**config.mk**
```make
export PLATFORM = sky130hd
export DESIGN_NAME = core_ex_stage
export DESIGN_NICKNAME = d
export VERILOG_FILES = /design/src/rtl/core_ex_stage.sv
export SDC_FILE = /design/constraint.sdc
export NUM_CORES = 1
export LEC_CHECK = 0
export ABC_AREA = 1
export CORE_AREA = 2 2 134 136
export CTS_BUF_LIST = sky130_fd_sc_hd__clkbuf_4 sky130_fd_sc_hd__clkbuf_8
export CTS_CLUSTER_SIZE = 20
export DETAILED_ROUTE_END_ITERATION = 12
export DIE_AREA = 0 0 136 138
export GPL_TIMING_DRIVEN = 1
export PLACE_DENSITY = 0.83
export SETUP_SLACK_MARGIN = 0.02
export SLEW_MARGIN = 20
export SYNTH_ARGS = -nofsm -noshare
export SYNTH_HDL_FRONTEND = slang
export SYNTH_SLANG_ARGS = --single-unit
```
**constraint.sdc**
```tcl
create_clock -name clk -period 2.75 [get_ports clk]
set_input_delay 0.275 -clock clk [delete_from_list [all_inputs] [get_ports clk]]
set_output_delay 0.275 -clock clk [all_outputs]
set_load 0.01 [all_outputs]
```
**src/rtl/core_ex_stage.sv**
```systemverilog
// Execute-stage sequencer: drives the external combinational ALU from ID
// inputs, captures its result into a one-entry EX/MEM register, and resolves
// BEQ/BNE branches into a single-cycle redirect pulse.

package core_pkg;
    typedef struct packed {
        int unsigned XLEN;
    } config_t;

    localparam config_t DEFAULT_CONF = '{XLEN: 32};

    typedef enum logic [2:0] {
        ALU_OP_ADD  = 3'd0,
        ALU_OP_AND  = 3'd1,
        ALU_OP_OR   = 3'd2,
        ALU_OP_SRL  = 3'd3,
        ALU_OP_SLTU = 3'd4,
        ALU_OP_SUB  = 3'd5
    } alu_op_t;
endpackage

module core_ex_stage
    import core_pkg::*;
#(
    parameter config_t CONF = DEFAULT_CONF
) (
    input  logic                      clk,
    input  logic                      rst_n,
    input  logic                      flush,
    input  logic                      id_valid,
    output logic                      id_ready,
    input  alu_op_t                   id_alu_op,
    input  logic [int'(CONF.XLEN)-1:0] id_rs1,
    input  logic [int'(CONF.XLEN)-1:0] id_rs2,
    input  logic [int'(CONF.XLEN)-1:0] id_imm,
    input  logic [int'(CONF.XLEN)-1:0] id_pc,
    input  logic                      id_use_imm,
    input  logic [1:0]                id_branch,
    input  logic [4:0]                id_rd,
    input  logic                      id_reg_write,
    output logic [int'(CONF.XLEN)-1:0] alu_src_a,
    output logic [int'(CONF.XLEN)-1:0] alu_src_b,
    output alu_op_t                   alu_op,
    input  logic [int'(CONF.XLEN)-1:0] alu_res,
    input  logic                      alu_zero,
    output logic                      ex_valid,
    input  logic                      ex_ready,
    output logic [int'(CONF.XLEN)-1:0] ex_result,
    output logic [4:0]                ex_rd,
    output logic                      ex_reg_write,
    output logic                      br_taken,
    output logic [int'(CONF.XLEN)-1:0] br_target,
    output logic [31:0]               ex_retired
);
    localparam int XLEN = int'(CONF.XLEN);

    logic is_beq, is_bne, is_branch, accept, consume;

    // 2'b11 is reserved and falls through as a plain ALU op
    assign is_beq    = (id_branch == 2'b01);
    assign is_bne    = (id_branch == 2'b10);
    assign is_branch = is_beq || is_bne;

    assign id_ready = !flush && (!ex_valid || ex_ready);
    assign accept   = id_valid && id_ready;
    assign consume  = ex_valid && ex_ready && !flush;

    // ALU operand select; branches compare rs1 against rs2 via subtraction
    always_comb begin
        alu_src_a = id_rs1;
        alu_src_b = id_use_imm ? id_imm : id_rs2;
        alu_op    = id_alu_op;
        if (is_branch) begin
            alu_src_b = id_rs2;
            alu_op    = ALU_OP_SUB;
        end
    end

    // EX/MEM entry and branch redirect; flush beats accept, accept beats hold
    always_ff @(posedge clk or negedge rst_n) begin
        if (!rst_n) begin
            ex_valid     <= 1'b0;
            ex_result    <= '0;
            ex_rd        <= '0;
            ex_reg_write <= 1'b0;
            br_taken     <= 1'b0;
            br_target    <= '0;
        end else if (flush) begin
            ex_valid <= 1'b0;
            br_taken <= 1'b0;
        end else if (accept) begin
            ex_valid     <= 1'b1;
            ex_result    <= alu_res;
            ex_rd        <= id_rd;
            ex_reg_write <= id_reg_write && !is_branch;
            br_taken     <= (is_beq && alu_zero) || (is_bne && !alu_zero);
            if (is_branch)
                br_target <= id_pc + id_imm;
        end else begin
            br_taken <= 1'b0;
            if (ex_ready)
                ex_valid <= 1'b0;
        end
    end

    // Count of entries handed to MEM; wraps naturally at 32 bits
    always_ff @(posedge clk or negedge rst_n) begin
        if (!rst_n)
            ex_retired <= '0;
        else if (consume)
            ex_retired <= ex_retired + 32'd1;
    end
endmodule

```
==> results of run 1 <==
==> worst reg2reg max path: cells and delay by family (launching register included) <==
family | cells | cell delay, ns
simple gates | 5 | 0.44
buf+inv | 4 | 0.89
flops | 1 | 0.44
==> state kept, by name, summed over array words and instances, names as in the netlist <==
register	cells
ex_retired	32
ex_valid	1
ex_reg_write	1
ex_rd	5
br_taken	1
br_target	32
ex_result	32
==> power by group <==
| part | internal [uW] | switching (uW) |
|---|---|---|
| Clock | 449 | 614 |
| Combinational | 1020 | 905 |
| Sequential | 1770 | 180 |
| Total | 3250 | 1700 |
==> metal layers <==
layer | up-vias | track usage, %
li1 | 3729 | -
met1 | 3395 | 29.8
met2 | 260 | 41.8
met3 | 37 | 4.95
met4 | 0 | 8.39
met5 | - | 0
==> cell families after synthesis <==
| logic type | count (synthesis) | share of synthesized area [%] |
|---|---|---|
| simple gates | 606 | 34.5 |
| flops | 104 | 35.2 |
| buf+inv | 193 | 11.7 |
| mux | 33 | 5.01 |
| xor+xnor | 37 | 4.38 |
| fa+ha+maj | 35 | 6.02 |
| compound gates | 43 | 3.15 |
==> cells in the final DEF (no fill, tap or decap), types with 4 or more instances in the layout <==
cell | netlist | routed
inv_1 | 139 | 139
nand4_1 | 10 | 10
a21oi_1 | 26 | 26
dfrtp_1 | 104 | 104
or2_2 | 4 | 4
nand3_1 | 64 | 64
nand3b_1 | 4 | 4
nor3_1 | 11 | 11
nor2_4 | 5 | 5
buf_4 | 34 | 10
xnor2_1 | 16 | 16
xor2_1 | 21 | 21
mux2_2 | 32 | 32
clkbuf_8 | 0 | 9
nand2_1 | 434 | 433
inv_2 | 5 | 5
ha_1 | 34 | 34
o21ai_0 | 8 | 8
nor2_1 | 58 | 58
clkdlybuf4s50_1 | 0 | 284
nor2_2 | 5 | 5
==> Yosys cell counts, types with 2 or more instances <==
cell,number
o21ai_0,8
buf_1,2
o21bai_1,3
buf_2,7
buf_4,34
mux2_2,32
or2_1,2
ha_1,34
inv_1,139
xor2_1,21
nand3_1,64
nand4_4,2
or2_2,4
nand2_1,434
nand4_1,10
dfrtp_1,104
o21ai_1,3
nor3_1,11
inv_2,5
nor2_1,58
nor2_4,5
xnor2_1,16
a21oi_1,26
nor2_2,5
nand2_2,3
nand3b_1,4
clkbuf_1,5
==> through the flow <==
step | instances | area (um^2) | hold WS [ns]
global route | 1544 | 10600 | 0.398
finish | 1544 | 10600 | 0.400
CTS | 1543 | 10500 | 0.383
global placement | 1526 | 10300 | 0.334
detailed placement | 1526 | 10300 | 0.339
floorplan | 1051 | 7400 | -0.0206
==> path summary, 6_finish.rpt <==
kind | startpoint | to | depth (start not counted)
min in group asynchronous | rst_n | ex_retired[19] | 2
max in group asynchronous | rst_n | br_target[20] | 3
min reg2reg | br_target[0] | br_target[0] | 2
max | id_branch[0] | alu_src_b[29] | 7
min | alu_res[25] | ex_result[25] | 3
max reg2reg | ex_valid | ex_result[5] | 9
==> final cells by class <==
cell class                      instances  area, um^2  share of cell area (%)
Clock inverter                          7         100                   0.948
Clock buffer                            9         124                    1.17
Tap cell                              229         287                    2.71
Sequential cell                       104        2600                    24.6
Timing Repair Buffer                  297        2970                    28.1
Inverter                              144         541                    5.12
Multi-Input combinational cell        754        3940                    37.3
==> repair_timing <==
| action | CTS | global route |
|---|---|---|
| hold buffers | 1 | 0 |
| gates resized for setup | 0 | 2 |
| endpoints found under the setup margin | 0 | 2 |
| endpoints found under the hold margin | 47 | 0 |
==> flow_metrics.py, run 1 <==
metrics = {
    "die": {
        "core_um2": 17500,
        "num_rows": 49,
        "die_w_um": 136,
        "start_util_pct": 42.2,
        "fp.dieH_um": 138,
        "io_pins": 350,
        "dieArea_um2": 18800,
    },
    "yosys": {
        "synth.distinct_cells": 37,
        "synth_ff_type": "dfrtp_1",
        "synth.top_cell.area_share_pct": 35.2,
        "syn_area_um2": 7400,
        "ys_seq_area_share_pct": 35.2,
        "ys_top_cells_by_area": "dfrtp_1 (35%), nand2_1 (22%), inv_1 (7.1%), ha_1 (5.7%), mux2_2 (4.9%)",
        "syn_avg_cell_area_um2": 7.04,
        "async_flop_share_pct": 100,
        "syn-num-nets": 1264,
        "yosys_warnings": 0,
        "synth_area_leader_cell": "dfrtp_1",
        "synth_cells": 1051,
        "synth_edf_count": 0,
        "ys_ff_latch": 104,
    },
    "clock_tree": {
        "clk_root_buffer_cell": "clkbuf_8",
        "max-clock-path-buffers": 2,
        "cts_tree": "done",
        "cts_setup_buffers": 0,
        "cts.clk_slew.worst_paths_ns": 0.12,
        "cts_sinks": 104,
        "cts_max_level": 3,
        "clk_latency_ns": 0.39,
        "cts_buffers": 9,
    },
    "setup_path": {
        "critPathBufInv": 4,
        "regToRegSetupSlack_ns": 0.93,
        "required_ns": 2.48,
        "critPathArrivalTime_ns": 2.36,
        "cp_cell_sequence": "clkdlybuf4s50_1, inv_1, ha_1, nand2_4, clkbuf_16, mux2_2, clkdlybuf4s50_1",
        "crit_path_max_fanout": 16,
        "path_common_cell": "clkdlybuf4s50_1",
        "start_kind": "primary input",
        "crit_type": "in -> out",
        "cp_top_family": "buffers and inverters",
        "critPathCaptureType": "output port",
        "slowest_delay_ns": 0.52,
        "cpMaxStageDelayCell": "clkdlybuf4s50_1",
    },
    "run_status": {
        "outcome": "complete, no violations",
    },
    "final_layout": {
        "antenna_cells": 0,
        "nets": 1523,
        "layout-area-overhead-vs-synth_pct": 42.7,
        "fillers": 1614,
        "drive_gt1_share_pct": 6.77,
        "fin_util_pct": 60.2,
    },
    "detailed_routing": {
        "wl_met1_mm": 9.45,
        "vias": 7421,
        "wl_met2_mm": 11.1,
        "via_per_inst": 4.81,
        "wl_mm": 22.6,
        "dr.max_layer_used": "met4",
        "wl_per_cell_um": 14.7,
        "post-route-drc-count": 0,
        "drt_iter0_drc": 366,
        "final_antenna_net_count": 0,
        "first_pass_iters": 5,
        "met3_length_mm": 1.53,
    },
    "sta": {
        "hold_viol_final": 0,
        "relSlewSlack_pct": 52.7,
        "drv_slew": 0,
        "rsz0062_at_grt": "false",
        "setup_viol": 0,
        "setup_ws_ns": 0.118,
        "fin_skew_ns": 0.0158,
        "setup_tns_ns": 0,
        "layout_min_cycle_time_ns": 2.63,
        "finalCritPeriodShare_pct": 95.7,
        "worst_pin_slew_ns": 0.708,
        "fmax_ghz": 0.380,
    },
    "hold_path": {
        "hold_class": "in -> reg",
    },
    "flow_run": {
        "drv_cap": 0,
    },
    "power_and_ir_drop": {
        "p_total_uw": 4950,
        "power_density_nw_per_um2": 468,
        "total_leakage_power_uw": 0.00545,
        "ir_drop_mv": 0.389,
    },
    "placement": {
        "hpwl_mm": 18.1,
        "dp_slack_ns": 0.0873,
        "portBuffers": 285,
        "gp_congestion": 0.898,
    },
    "grt": {
        "grt-ovfl-total": 0,
        "track_usage_pct": 24.2,
        "grt_pass1_wl_mm": 36.3,
        "grt_max_degree": 51,
        "antenna_found_initial": 0,
        "grt_pass1_vias": 7306,
    },
}
Note: power is estimated with default switching activity, not from simulation.
==> run 2, diff against run 1 <==
--- a/config.mk
+++ b/config.mk
@@ -6,6 +6,7 @@
 export NUM_CORES = 1
 export LEC_CHECK = 0
 export ABC_AREA = 1
+export CAP_MARGIN = 20
 export CORE_AREA = 2 2 134 136
 export CTS_BUF_LIST = sky130_fd_sc_hd__clkbuf_4 sky130_fd_sc_hd__clkbuf_8
 export CTS_CLUSTER_SIZE = 20
==> results of run 2 <==
No change in the layout: final DEF, timing and power equal those of run 1.
==> run 3, diff against run 2 <==
--- a/config.mk
+++ b/config.mk
@@ -15,6 +15,7 @@
 export GPL_TIMING_DRIVEN = 1
 export PLACE_DENSITY = 0.83
 export SETUP_SLACK_MARGIN = 0.02
+export SKIP_CTS_REPAIR_TIMING = 1
 export SLEW_MARGIN = 20
 export SYNTH_ARGS = -nofsm -noshare
 export SYNTH_HDL_FRONTEND = slang
==> constraint.sdc (replaced) <==
create_clock -name clk -period 2.75 [get_ports clk]
set_input_delay 0.275 -clock clk [delete_from_list [all_inputs] [get_ports clk]]
set_output_delay 0.275 -clock clk [all_outputs]
set_load 0.005 [all_outputs]
==> run 3 against run 2 <==
Net effect:
- sequential share of layout area rose by 0.088 points
- largest cell class unchanged
- final cell count barely moved
- flip-flop and latch count did not move
- wire length fell by 2.1%
- largest power group unchanged
- setup slack got worse by 0.0043 ns
==> flow_metrics.py, run 3 (synthesis gave the netlist of run 1 again) <==
metrics = {
    "sta": {
        "relSlewSlack_pct": 52.3,
        "worst_pin_slew_ns": 0.715,
        "rsz0062_at_grt": "false",
        "hold_viol_final": 0,
        "fin_skew_ns": 0.0104,
        "layout_min_cycle_time_ns": 2.64,
        "setup_viol": 0,
        "drv_slew": 0,
        "finalCritPeriodShare_pct": 95.9,
        "setup_tns_ns": 0,
        "fmax_ghz": 0.379,
    },
    "setup_path": {
        "rr_worst_depth": 9,
        "critPathArrivalTime_ns": 2.36,
        "critPathCaptureType": "output port",
        "start_kind": "primary input",
        "crit_path_max_fanout": 32,
        "crit_type": "in -> out",
        "required_ns": 2.48,
        "r2r_start": "ex_valid",
        "crit_path_start": "id_branch[0]",
        "regToRegSetupSlack_ns": 0.97,
        "worstReg2RegEnd": "br_target[4]",
    },
    "final_layout": {
        "multi_input_area_um2": 3930,
        "fillers": 1641,
        "register_area_um2": 2600,
        "antenna_cells": 0,
        "largestRegisters": "br_target x32, ex_result x32, ex_retired x32",
        "drive_gt1_share_pct": 6.62,
        "final_common_cell": "nand2_1",
        "nets": 1522,
        "final_cell_mix": "nand2_1 (434), clkdlybuf4s50_1 (284), inv_1 (139)",
        "layout-area-overhead-vs-synth_pct": 42.2,
        "final_area_um2": 10500,
    },
    "grt": {
        "grt_pass1_wl_mm": 35.9,
        "antenna_found_initial": 0,
        "grt-ovfl-total": 0,
        "track_usage_pct": 23.8,
        "grt_max_degree": 52,
        "grt_pass1_vias": 7170,
    },
    "placement": {
        "gp_congestion": 0.905,
        "portBuffers": 285,
        "placed_area_um2": 10300,
        "hpwl_mm": 17.9,
    },
    "clock_tree": {
        "cts_tree": "done",
        "cts.clk_slew.worst_paths_ns": 0.11,
        "clk_root_buffer_cell": "clkbuf_8",
        "cts_sinks": 104,
        "clk_latency_ns": 0.38,
        "cts_max_level": 3,
        "max-clock-path-buffers": 2,
        "cts_buffers": 9,
    },
    "die": {
        "io_pins": 350,
        "start_util_pct": 42.2,
        "die_w_um": 136,
        "dieArea_um2": 18800,
        "num_rows": 49,
        "fp.dieH_um": 138,
        "core_um2": 17500,
    },
    "power_and_ir_drop": {
        "total_leakage_power_uw": 0.00544,
        "power_density_nw_per_um2": 455,
        "ir_drop_mv": 0.331,
    },
    "detailed_routing": {
        "vias": 7409,
        "via_per_inst": 4.80,
        "met3_length_mm": 1.65,
        "wl_per_cell_um": 14.4,
        "wl_mm": 22.2,
        "final_antenna_net_count": 0,
        "wl_met1_mm": 9.35,
        "wl_met2_mm": 10.8,
        "post-route-drc-count": 0,
        "dr.max_layer_used": "met4",
        "first_pass_iters": 4,
        "drt_iter0_drc": 334,
    },
    "hold_path": {
        "hold_end": "ex_result[9]",
        "worstHoldStart": "alu_res[9]",
        "whs_path_depth": 3,
        "hold_class": "in -> reg",
    },
    "run_status": {
        "outcome": "complete, no violations",
    },
    "flow_run": {
        "drv_cap": 0,
    },
}
[run 3: changes by cell type in the layout (fill, tap and decap cells not counted), sizes merged]
cell,change
clkinv,-2
inv,+1
[run 3: worst max-delay path, stage by stage]
cell and delay (ns):
clkdlybuf4s50_1 0.53, inv_1 0.06, ha_1 0.32, nand2_1 0.12
buf_12 0.23, mux2_2 0.36, clkdlybuf4s50_1 0.45
[run 3: routing by layer]
metal | vias up | GRT usage [%]
met5 | - | 0
met4 | 0 | 5.43
met3 | 33 | 5.32
met2 | 245 | 41.1
met1 | 3399 | 30.2
li1 | 3732 | -
[run 3: area by class of cell]
cell class	instances	area share [%]
sequential	104	24.7
clock inverter	6	0.713
tap	229	2.72
inverter	144	5.14
clock buffer	10	1.25
timing repair buffer	296	28.1
multi-input combinational	754	37.3
[run 3: per-stage QoR]
stage | hold WS, ns | worst slack, ns | instances | util (%) | total power (uW)
6_report | 0.419 | 0.114 | 1543 | 60.0 | 4790
2_1_floorplan | -0.0206 | 0.958 | 1051 | - | 2720
4_1_cts | -0.0752 | 0.0920 | 1542 | 60.0 | 4830
5_1_grt | 0.412 | 0.0250 | 1543 | 60.0 | 5110
3_3_place_gp | 0.350 | 0.150 | 1526 | 58.8 | 3750
3_5_place_dp | 0.347 | 0.0986 | 1526 | 58.8 | 3790
[run 3: where the power goes]
part / leakage [uW] / internal (uW) / switching (uW)
logic: 0.00402 / 1020 / 791
clock network: 0.000108 / 448 / 580
registers: 0.00131 / 1770 / 179
[run 3: how the worst max path moves through the flow]
stage | cells past startpoint | end | slack (ns)
floorplan | 8 | br_target[12] | 0.96
global placement | 7 | alu_src_b[4] | 0.15
detailed placement | 7 | alu_src_b[8] | 0.1
CTS | 7 | alu_src_b[8] | 0.09
global route | 7 | alu_src_b[2] | 0.03
finish | 7 | alu_src_b[18] | 0.11
